## src/rtl/multicycle_ctrl_pkg.sv

```systemverilog
// Purpose: shared encodings for the multicycle control unit: state codes,
//          opcode constants, datapath mux/ALU-op encodings, the control
//          output payload, and the ALU control decoder that consumes alu_op.
// Ports:   none (package).
package multicycle_ctrl_pkg;

  localparam int unsigned OPCODE_W   = 7;
  localparam int unsigned STATE_W    = 4;
  localparam int unsigned WAIT_CNT_W = 8;
  localparam int unsigned SEL_W      = 2;
  localparam int unsigned ALUCTL_W   = 3;

  // Opcodes recognised by the decode state
  localparam logic [OPCODE_W-1:0] OP_LOAD   = 7'b0000011;
  localparam logic [OPCODE_W-1:0] OP_STORE  = 7'b0100011;
  localparam logic [OPCODE_W-1:0] OP_RTYPE  = 7'b0110011;
  localparam logic [OPCODE_W-1:0] OP_ITYPE  = 7'b0010011;
  localparam logic [OPCODE_W-1:0] OP_BRANCH = 7'b1100011;

  // FSM state encoding
  typedef logic [STATE_W-1:0] state_t;
  localparam state_t ST_FETCH     = 4'd0;
  localparam state_t ST_DECODE    = 4'd1;
  localparam state_t ST_MEM_ADDR  = 4'd2;
  localparam state_t ST_MEM_READ  = 4'd3;
  localparam state_t ST_MEM_WB    = 4'd4;
  localparam state_t ST_MEM_WRITE = 4'd5;
  localparam state_t ST_EXEC_R    = 4'd6;
  localparam state_t ST_EXEC_I    = 4'd7;
  localparam state_t ST_ALU_WB    = 4'd8;
  localparam state_t ST_BRANCH    = 4'd9;

  // ALU operand A select
  localparam logic [SEL_W-1:0] SRCA_PC    = 2'b00;
  localparam logic [SEL_W-1:0] SRCA_OLDPC = 2'b01;
  localparam logic [SEL_W-1:0] SRCA_AREG  = 2'b10;

  // ALU operand B select
  localparam logic [SEL_W-1:0] SRCB_BREG  = 2'b00;
  localparam logic [SEL_W-1:0] SRCB_IMM   = 2'b01;
  localparam logic [SEL_W-1:0] SRCB_FOUR  = 2'b10;

  // ALU operation class handed to the ALU control decoder
  localparam logic [SEL_W-1:0] ALUOP_ADD   = 2'b00;
  localparam logic [SEL_W-1:0] ALUOP_SUB   = 2'b01;
  localparam logic [SEL_W-1:0] ALUOP_FUNCT = 2'b10;

  // Result bus select
  localparam logic [SEL_W-1:0] RES_ALUOUT    = 2'b00;
  localparam logic [SEL_W-1:0] RES_MEMDATA   = 2'b01;
  localparam logic [SEL_W-1:0] RES_ALURESULT = 2'b10;

  // ALU control codes produced by the decoder
  localparam logic [ALUCTL_W-1:0] ALUCTL_ADD = 3'b000;
  localparam logic [ALUCTL_W-1:0] ALUCTL_SUB = 3'b001;
  localparam logic [ALUCTL_W-1:0] ALUCTL_AND = 3'b010;
  localparam logic [ALUCTL_W-1:0] ALUCTL_OR  = 3'b011;
  localparam logic [ALUCTL_W-1:0] ALUCTL_SLT = 3'b101;

  // Control outputs for one cycle
  typedef struct packed {
    logic             mem_req;
    logic             mem_write;
    logic             adr_src;
    logic             ir_write;
    logic             pc_write;
    logic             reg_write;
    logic [SEL_W-1:0] alu_src_a;
    logic [SEL_W-1:0] alu_src_b;
    logic [SEL_W-1:0] alu_op;
    logic [SEL_W-1:0] result_src;
    logic             illegal_instr;
    logic             bus_err;
  } ctrl_t;

  // ALU control decoder; shares the alu_op constants with the FSM
  function automatic logic [ALUCTL_W-1:0] alu_decode(
    input logic [SEL_W-1:0] alu_op,
    input logic [2:0]       funct3,
    input logic             op5,
    input logic             funct7b5
  );
    logic [ALUCTL_W-1:0] ctl;
    ctl = ALUCTL_ADD;
    case (alu_op)
      ALUOP_ADD: ctl = ALUCTL_ADD;
      ALUOP_SUB: ctl = ALUCTL_SUB;
      default: begin
        case (funct3)
          3'b000:  ctl = (op5 && funct7b5) ? ALUCTL_SUB : ALUCTL_ADD;
          3'b010:  ctl = ALUCTL_SLT;
          3'b110:  ctl = ALUCTL_OR;
          3'b111:  ctl = ALUCTL_AND;
          default: ctl = ALUCTL_ADD;
        endcase
      end
    endcase
    return ctl;
  endfunction

endpackage

```

## src/rtl/multicycle_control_unit_if.sv

```systemverilog
// Purpose: bundle of datapath/memory status inputs and control outputs of
//          the multicycle control unit.
// Modports: slave  - the control unit (reads opcode/zero/mem_ready, drives controls)
//           master - the datapath/memory side (drives status, reads controls)
interface multicycle_control_unit_if;
  import multicycle_ctrl_pkg::*;

  logic [OPCODE_W-1:0] opcode;
  logic                zero;
  logic                mem_ready;

  logic                mem_req;
  logic                mem_write;
  logic                adr_src;
  logic                ir_write;
  logic                pc_write;
  logic                reg_write;
  logic [SEL_W-1:0]    alu_src_a;
  logic [SEL_W-1:0]    alu_src_b;
  logic [SEL_W-1:0]    alu_op;
  logic [SEL_W-1:0]    result_src;
  logic                illegal_instr;
  logic                bus_err;

  modport slave (
    input  opcode, zero, mem_ready,
    output mem_req, mem_write, adr_src, ir_write, pc_write, reg_write,
           alu_src_a, alu_src_b, alu_op, result_src, illegal_instr, bus_err
  );

  modport master (
    output opcode, zero, mem_ready,
    input  mem_req, mem_write, adr_src, ir_write, pc_write, reg_write,
           alu_src_a, alu_src_b, alu_op, result_src, illegal_instr, bus_err
  );

endinterface

```

## src/rtl/multicycle_control_unit_mem_wait_timer.sv

```systemverilog
// Purpose: counts consecutive not-ready cycles of a memory wait and flags
//          the cycle on which the wait must be abandoned.
// Ports:   clk, rst      - clock, synchronous active-high reset
//          waiting       - FSM is in a memory wait state this cycle
//          mem_ready     - memory completed the request this cycle
//          clear         - restart the count at the next edge
//          expired       - combinational: this cycle is the timeout cycle
module mem_wait_timer
  import multicycle_ctrl_pkg::*;
#(
  parameter int unsigned TIMEOUT_CYCLES = 16
) (
  input  logic clk,
  input  logic rst,
  input  logic waiting,
  input  logic mem_ready,
  input  logic clear,
  output logic expired
);

  logic [WAIT_CNT_W-1:0] cnt_q;
  logic [WAIT_CNT_W-1:0] cnt_d;
  logic                  stall;

  assign stall   = waiting && !mem_ready;
  // The count holds the number of not-ready cycles already seen, so the
  // TIMEOUT_CYCLES-th consecutive not-ready cycle sees TIMEOUT_CYCLES-1.
  assign expired = stall && (cnt_q == WAIT_CNT_W'(TIMEOUT_CYCLES - 1));

  // Next count
  always_comb begin
    cnt_d = cnt_q;
    if (clear) begin
      cnt_d = '0;
    end else if (stall) begin
      cnt_d = cnt_q + WAIT_CNT_W'(1);
    end
  end

  // Count register
  always_ff @(posedge clk) begin
    if (rst) begin
      cnt_q <= '0;
    end else begin
      cnt_q <= cnt_d;
    end
  end

endmodule

```

## src/rtl/multicycle_control_unit.sv

```systemverilog
// Purpose: Moore control FSM of a multicycle RISC-V style datapath with
//          bounded memory waits.
// Ports:   clk  - single clock, rising edge
//          rst  - synchronous active-high reset; forces all controls low
//          bus  - slave modport: opcode/zero/mem_ready in, datapath
//                 controls and error pulses out (same-cycle Moore decode)
module multicycle_control_unit
  import multicycle_ctrl_pkg::*;
#(
  parameter int unsigned TIMEOUT_CYCLES = 16
) (
  input  logic                      clk,
  input  logic                      rst,
  multicycle_control_unit_if.slave  bus
);

  state_t state_q;
  state_t state_d;
  ctrl_t  ctrl;
  logic   waiting;
  logic   expired;
  logic   timer_clear;

  assign waiting = (state_q == ST_FETCH) || (state_q == ST_MEM_READ) ||
                   (state_q == ST_MEM_WRITE);

  // A timeout in FETCH stays in FETCH, so it must restart the count explicitly
  assign timer_clear = (state_d != state_q) || expired;

  mem_wait_timer #(
    .TIMEOUT_CYCLES (TIMEOUT_CYCLES)
  ) u_wait_timer (
    .clk       (clk),
    .rst       (rst),
    .waiting   (waiting),
    .mem_ready (bus.mem_ready),
    .clear     (timer_clear),
    .expired   (expired)
  );

  // Next state and control decode
  always_comb begin
    state_d = state_q;
    ctrl    = '0;
    case (state_q)
      ST_FETCH: begin
        ctrl.mem_req    = 1'b1;
        ctrl.alu_src_a  = SRCA_PC;
        ctrl.alu_src_b  = SRCB_FOUR;
        ctrl.alu_op     = ALUOP_ADD;
        ctrl.result_src = RES_ALURESULT;
        if (expired) begin
          ctrl.bus_err = 1'b1;
          state_d      = ST_FETCH;
        end else if (bus.mem_ready) begin
          ctrl.ir_write = 1'b1;
          ctrl.pc_write = 1'b1;
          state_d       = ST_DECODE;
        end
      end
      ST_DECODE: begin
        ctrl.alu_src_a = SRCA_OLDPC;
        ctrl.alu_src_b = SRCB_IMM;
        ctrl.alu_op    = ALUOP_ADD;
        case (bus.opcode)
          OP_LOAD, OP_STORE: state_d = ST_MEM_ADDR;
          OP_RTYPE:          state_d = ST_EXEC_R;
          OP_ITYPE:          state_d = ST_EXEC_I;
          OP_BRANCH:         state_d = ST_BRANCH;
          default: begin
            ctrl.illegal_instr = 1'b1;
            state_d            = ST_FETCH;
          end
        endcase
      end
      ST_MEM_ADDR: begin
        ctrl.alu_src_a = SRCA_AREG;
        ctrl.alu_src_b = SRCB_IMM;
        ctrl.alu_op    = ALUOP_ADD;
        state_d        = (bus.opcode == OP_LOAD) ? ST_MEM_READ : ST_MEM_WRITE;
      end
      ST_MEM_READ: begin
        ctrl.mem_req    = 1'b1;
        ctrl.adr_src    = 1'b1;
        ctrl.result_src = RES_ALUOUT;
        if (expired) begin
          ctrl.bus_err = 1'b1;
          state_d      = ST_FETCH;
        end else if (bus.mem_ready) begin
          state_d = ST_MEM_WB;
        end
      end
      ST_MEM_WB: begin
        ctrl.result_src = RES_MEMDATA;
        ctrl.reg_write  = 1'b1;
        state_d         = ST_FETCH;
      end
      ST_MEM_WRITE: begin
        ctrl.mem_req    = 1'b1;
        ctrl.mem_write  = 1'b1;
        ctrl.adr_src    = 1'b1;
        ctrl.result_src = RES_ALUOUT;
        if (expired) begin
          ctrl.bus_err = 1'b1;
          state_d      = ST_FETCH;
        end else if (bus.mem_ready) begin
          state_d = ST_FETCH;
        end
      end
      ST_EXEC_R: begin
        ctrl.alu_src_a = SRCA_AREG;
        ctrl.alu_src_b = SRCB_BREG;
        ctrl.alu_op    = ALUOP_FUNCT;
        state_d        = ST_ALU_WB;
      end
      ST_EXEC_I: begin
        ctrl.alu_src_a = SRCA_AREG;
        ctrl.alu_src_b = SRCB_IMM;
        ctrl.alu_op    = ALUOP_ADD;
        state_d        = ST_ALU_WB;
      end
      ST_ALU_WB: begin
        ctrl.result_src = RES_ALUOUT;
        ctrl.reg_write  = 1'b1;
        state_d         = ST_FETCH;
      end
      ST_BRANCH: begin
        ctrl.alu_src_a  = SRCA_AREG;
        ctrl.alu_src_b  = SRCB_BREG;
        ctrl.alu_op     = ALUOP_SUB;
        ctrl.result_src = RES_ALUOUT;
        ctrl.pc_write   = bus.zero;
        state_d         = ST_FETCH;
      end
      default: begin
        state_d = ST_FETCH;
      end
    endcase
    // Reset silences every control in the same cycle, whatever the state
    if (rst) begin
      ctrl    = '0;
      state_d = ST_FETCH;
    end
  end

  // State register
  always_ff @(posedge clk) begin
    if (rst) begin
      state_q <= ST_FETCH;
    end else begin
      state_q <= state_d;
    end
  end

  assign bus.mem_req       = ctrl.mem_req;
  assign bus.mem_write     = ctrl.mem_write;
  assign bus.adr_src       = ctrl.adr_src;
  assign bus.ir_write      = ctrl.ir_write;
  assign bus.pc_write      = ctrl.pc_write;
  assign bus.reg_write     = ctrl.reg_write;
  assign bus.alu_src_a     = ctrl.alu_src_a;
  assign bus.alu_src_b     = ctrl.alu_src_b;
  assign bus.alu_op        = ctrl.alu_op;
  assign bus.result_src    = ctrl.result_src;
  assign bus.illegal_instr = ctrl.illegal_instr;
  assign bus.bus_err       = ctrl.bus_err;

endmodule

```

## src/flat_wrapper.sv

```systemverilog
// flat-port wrapper written by rule: the top's interface ports become plain ports
module multicycle_control_unit_flat import multicycle_ctrl_pkg::*;
#(
  parameter int unsigned TIMEOUT_CYCLES = 16
)
  (clk, rst, bus_opcode, bus_zero, bus_mem_ready, bus_mem_req, bus_mem_write, bus_adr_src, bus_ir_write, bus_pc_write, bus_reg_write, bus_alu_src_a, bus_alu_src_b, bus_alu_op, bus_result_src, bus_illegal_instr, bus_bus_err);
  multicycle_control_unit_if bus_i ();
  input  logic clk;
  input  logic rst;
  input wire logic [$bits(bus_i.opcode)-1:0] bus_opcode;
  input wire logic [$bits(bus_i.zero)-1:0] bus_zero;
  input wire logic [$bits(bus_i.mem_ready)-1:0] bus_mem_ready;
  output wire logic [$bits(bus_i.mem_req)-1:0] bus_mem_req;
  output wire logic [$bits(bus_i.mem_write)-1:0] bus_mem_write;
  output wire logic [$bits(bus_i.adr_src)-1:0] bus_adr_src;
  output wire logic [$bits(bus_i.ir_write)-1:0] bus_ir_write;
  output wire logic [$bits(bus_i.pc_write)-1:0] bus_pc_write;
  output wire logic [$bits(bus_i.reg_write)-1:0] bus_reg_write;
  output wire logic [$bits(bus_i.alu_src_a)-1:0] bus_alu_src_a;
  output wire logic [$bits(bus_i.alu_src_b)-1:0] bus_alu_src_b;
  output wire logic [$bits(bus_i.alu_op)-1:0] bus_alu_op;
  output wire logic [$bits(bus_i.result_src)-1:0] bus_result_src;
  output wire logic [$bits(bus_i.illegal_instr)-1:0] bus_illegal_instr;
  output wire logic [$bits(bus_i.bus_err)-1:0] bus_bus_err;
  assign bus_i.opcode = bus_opcode;
  assign bus_i.zero = bus_zero;
  assign bus_i.mem_ready = bus_mem_ready;
  assign bus_mem_req = bus_i.mem_req;
  assign bus_mem_write = bus_i.mem_write;
  assign bus_adr_src = bus_i.adr_src;
  assign bus_ir_write = bus_i.ir_write;
  assign bus_pc_write = bus_i.pc_write;
  assign bus_reg_write = bus_i.reg_write;
  assign bus_alu_src_a = bus_i.alu_src_a;
  assign bus_alu_src_b = bus_i.alu_src_b;
  assign bus_alu_op = bus_i.alu_op;
  assign bus_result_src = bus_i.result_src;
  assign bus_illegal_instr = bus_i.illegal_instr;
  assign bus_bus_err = bus_i.bus_err;
  multicycle_control_unit #(.TIMEOUT_CYCLES(TIMEOUT_CYCLES)) u_core (.clk(clk), .rst(rst), .bus(bus_i));
endmodule
```

## config.mk

```make
export PLATFORM = sky130hd
export DESIGN_NAME = multicycle_control_unit_flat
export DESIGN_NICKNAME = d
export VERILOG_FILES = /design/src/rtl/multicycle_ctrl_pkg.sv /design/src/rtl/multicycle_control_unit_if.sv /design/src/rtl/multicycle_control_unit_mem_wait_timer.sv /design/src/rtl/multicycle_control_unit.sv /design/src/flat_wrapper.sv
export SDC_FILE = /design/constraint.sdc
export NUM_CORES = 1
export LEC_CHECK = 0
export ABC_AREA = 1
export BUFFER_PORTS_ARGS = -buffer_cell sky130_fd_sc_hd__buf_2
export CORE_ASPECT_RATIO = 1.4
export CORE_MARGIN = 2
export CORE_UTILIZATION = 49
export CTS_BUF_LIST = sky130_fd_sc_hd__clkbuf_8
export DETAILED_ROUTE_END_ITERATION = 16
export PLACE_DENSITY = 0.78
export SYNTH_ARGS = -nofsm -noshare
export SYNTH_HDL_FRONTEND = slang
export SYNTH_SLANG_ARGS = --single-unit
```

## constraint.sdc

```tcl
create_clock -name clk -period 1.5 [get_ports clk]
set_input_delay 0.3 -clock clk [delete_from_list [all_inputs] [get_ports clk]]
set_output_delay 0.3 -clock clk [all_outputs]
set_load 0.01 [all_outputs]
```

==> flow_summary.toml <==
[timing]
finalSetupViolations = 22
min_period_over_period_pct = 113
fmaxAchievable_mhz = 589
finalClockSkew_ns = 0.00144
slew_viols_final = 0
rsz0062_at_grt = "yes"
finalHoldViolCount = 0
slew_headroom_pct = 79.7
setup_ws_ns = -0.197
final_sum_of_negative_setup_slack_ns = -2.40
period_needed_ns = 1.70
worst-slew-pin-transition_ns = 0.304

[logic_synthesis]
synthesis.instances = 156
flops_latches_synth = 12
area_share_of_the_leading_cell_type_in_the_synthesized_netlist_pct = 23.1
synth-edff-count = 0
syn-mean-instance-area_um2 = 6.67
synth-seq-area-share_pct = 23.1
yosys.area.top_type = "sky130_fd_sc_hd__dfxtp_1"
ys.warnings.count = 0
synth_fp_nets = 168
synthesis.area_um2 = 1040
yosys-top-cells-count = "sky130_fd_sc_hd__inv_1, sky130_fd_sc_hd__nand2_1, sky130_fd_sc_hd__nor2_1, sky130_fd_sc_hd__nand3_1, sky130_fd_sc_hd__dfxtp_1"
synth.lib_cells_used.distinct = 28
synth.most_common_cell = "sky130_fd_sc_hd__inv_1"
dominantRegCellSynth = "sky130_fd_sc_hd__dfxtp_1"
synth_top_cells_by_area = "sky130_fd_sc_hd__dfxtp_1, sky130_fd_sc_hd__inv_1, sky130_fd_sc_hd__nand2_1"
postSynth.asyncResetShare_pct = 0

[job]
cap_violations = 0

[layout]
antenna_cells = 0
nets = 227
area_growth_pct = 53.2
drive_above_1_share_pct = 54.0
final_core_utilization_pct = 79.9
combined_area_of_the_multi_input_logic_cells_um2 = 781
seq_area_um2 = 258
nFillCells = 130

[setup_path]
crit_fanout = 4
worst_setup_path_startpoint = "u_core.state_q[3]"
required_ns = 1.20
critical_path.endpoint_type = "output pin"
r2r_slack_ns = -0.11
rr_endpoint = "u_core.u_wait_timer.cnt_q[1]"
regToRegStartpoint = "u_core.state_q[1]"
setup.worst_path.class = "reg -> out"
cp_data_arrival_time_ns = 1.40
worst_r2r_path_depth = 10
crit_path_start_kind = "flip-flop"

[drt]
drt.antenna.violating_nets = 0
wl_per_cell_um = 11.9
drt_drc_violations_left = 0
routed_wirelength_um = 2790
detailedRoute.firstPassIterationCount = 4
vias_after_detailed_routing = 1180
dr.first_iter.drc_count = 25
post_drt_via_cell_ratio = 5.04

[clocking]
number_of_clock_buffers_inserted_by_tritoncts = 3
clock_latency_ns = 0.25
cts_max_level = 1
path_clk_slew_ns = 0.05
clock_sinks = 12
tritoncts = "done"
root_buffer = "sky130_fd_sc_hd__clkbuf_8"
clock_tree_buf_depth = 2

[power]
power.leakage_nw = 0.800
peakVddDrop_mv = 0.733
power_w = 0.000848
power.density_nw_per_um2 = 531

[die]
area_enclosed_by_the_die_boundary_um2 = 2510
die_w_um = 43.0
die-height_um = 58.5
floorplan.io_pins = 27
num_rows = 19
core-area_um2 = 2000
floorplan.initialDensity_pct = 52.1

[global_route]
grt_first_pass_wirelength_um = 4390
grt_pass1_vias = 1124
groute.usage.overall_pct = 23.0
grt_start_max_net_pins = 11
antenna_violations_before_repair = 0
global_route.overflow_total = 0

[placement]
dpl_worst_slack_ns = -0.149
port_buffers = 26
finalWeightedCongestion = 0.827
hpwlAfterDp_um = 1980

[status]
violations = "negative setup slack"
run_status = "finished with violations"

[min_path]
timing.hold.worst_path_depth = 2
hp-start = "rst"
worstHoldEndpoint = "u_core.state_q[3]"
hold_path.class = "in -> reg"
## critical path: stages, from the launching register on
cell                      delay, ns
sky130_fd_sc_hd__dfxtp_4       0.36
sky130_fd_sc_hd__nor2_4        0.16
sky130_fd_sc_hd__buf_4         0.13
sky130_fd_sc_hd__buf_6         0.09
sky130_fd_sc_hd__nand3_2       0.09
sky130_fd_sc_hd__a21oi_1       0.17
sky130_fd_sc_hd__buf_2         0.15
## cell type report
type | count | area share, %
multi-input cells | 112 | 48.9
repair buffers | 57 | 23.7
flip-flops and latches | 12 | 16.2
inverters | 29 | 6.98
clock buffers | 3 | 2.59
well taps | 21 | 1.65
## logic make-up after synthesis
| group | share of synthesized area (%) |
|---|---|
| multiplexers | 2.04 |
| buffers and inverters | 12.3 |
| adder cells (fa/ha/maj) | 1.20 |
| flip-flops | 23.1 |
| AO/OA/AOI/OAI | 6.73 |
| AND/OR/NAND/NOR | 48.8 |
| XOR/XNOR | 5.89 |
## sequential cells by signal, summed over array words and instances (netlist names)
register                   flops
u_core.u_wait_timer.cnt_q      8
u_core.state_q                 4
## power by group
group          switching (W)  internal, W  total, W
sequential        0.00000952     0.000322  0.000331
combinational       0.000124    0.0000954  0.000220
clock               0.000120     0.000177  0.000297
total               0.000254     0.000594  0.000848
## what timing repair did
action / CTS / global route
hold buffers: 0 / 0
gates resized for setup: 22 / 19
endpoints found under the hold margin: 0 / 0
gates cloned: 0 / 0
pin swaps: 6 / 7
setup endpoints to repair: 23 / 25
buffers inserted: 4 / 3
## cells in the final DEF (no fill, tap or decap)
cell type                  netlist  routed
sky130_fd_sc_hd__buf_4           0      27
sky130_fd_sc_hd__buf_2           0      26
sky130_fd_sc_hd__inv_1          26      23
sky130_fd_sc_hd__nand2_1        25      20
sky130_fd_sc_hd__nor2_1         24      19
sky130_fd_sc_hd__nand2_2         5      10
sky130_fd_sc_hd__nand3_1        13      10
sky130_fd_sc_hd__nor3_2          8       9
sky130_fd_sc_hd__xor2_1          7       7
sky130_fd_sc_hd__nor2_4          2       6
sky130_fd_sc_hd__dfxtp_1        12       6
sky130_fd_sc_hd__inv_2           3       5
sky130_fd_sc_hd__a21oi_1         6       5
sky130_fd_sc_hd__nor2_2          3       4
sky130_fd_sc_hd__buf_6           1       4
sky130_fd_sc_hd__dfxtp_4         0       4
sky130_fd_sc_hd__nand3_2         0       3
sky130_fd_sc_hd__clkbuf_8        0       3
sky130_fd_sc_hd__a31oi_1         2       2
sky130_fd_sc_hd__a211oi_2        0       2
sky130_fd_sc_hd__nand3_4         2       2
sky130_fd_sc_hd__nand2_4         2       2
sky130_fd_sc_hd__nor3_1          3       2
sky130_fd_sc_hd__dfxtp_2         0       2
sky130_fd_sc_hd__inv_4           0       1
sky130_fd_sc_hd__a21oi_4         0       1
sky130_fd_sc_hd__nand3b_4        0       1
sky130_fd_sc_hd__mux2_2          1       1
sky130_fd_sc_hd__nand4_1         1       1
sky130_fd_sc_hd__a21boi_1        1       1
sky130_fd_sc_hd__o21ai_0         1       1
sky130_fd_sc_hd__nor3_4          1       1
sky130_fd_sc_hd__mux2i_1         1       1
sky130_fd_sc_hd__ha_4            0       1
## metal layers
metal	vias up	GRT usage (%)	wire length [um]	part of all wire, %
met5	-	0	0	0
met4	0	14.7	107	3.8
met3	7	2.76	89	3.2
met2	24	45.2	1560	56
met1	544	21.6	1030	37
li1	605	-	-	-
## worst max path at each step
stage,slack (ns),endpoint
global placement,-0.09,u_core.u_wait_timer.cnt_q[5]
detailed placement,-0.15,u_core.u_wait_timer.cnt_q[5]
CTS,-0.17,bus_illegal_instr
finish,-0.20,bus_pc_write
floorplan,0.01,u_core.u_wait_timer.cnt_q[0]
global route,-0.27,u_core.u_wait_timer.cnt_q[1]
## per-stage QoR
step / hold slack [ns] / instances / instance area (um^2)
2_1_floorplan: 0.542 / 156 / 1050
5_1_grt: 0.397 / 234 / 1600
6_report: 0.382 / 234 / 1600
3_3_place_gp: 0.601 / 224 / 1370
4_1_cts: 0.373 / 231 / 1510
3_5_place_dp: 0.599 / 224 / 1370
No activity file was read; power rests on OpenSTA's default activity.
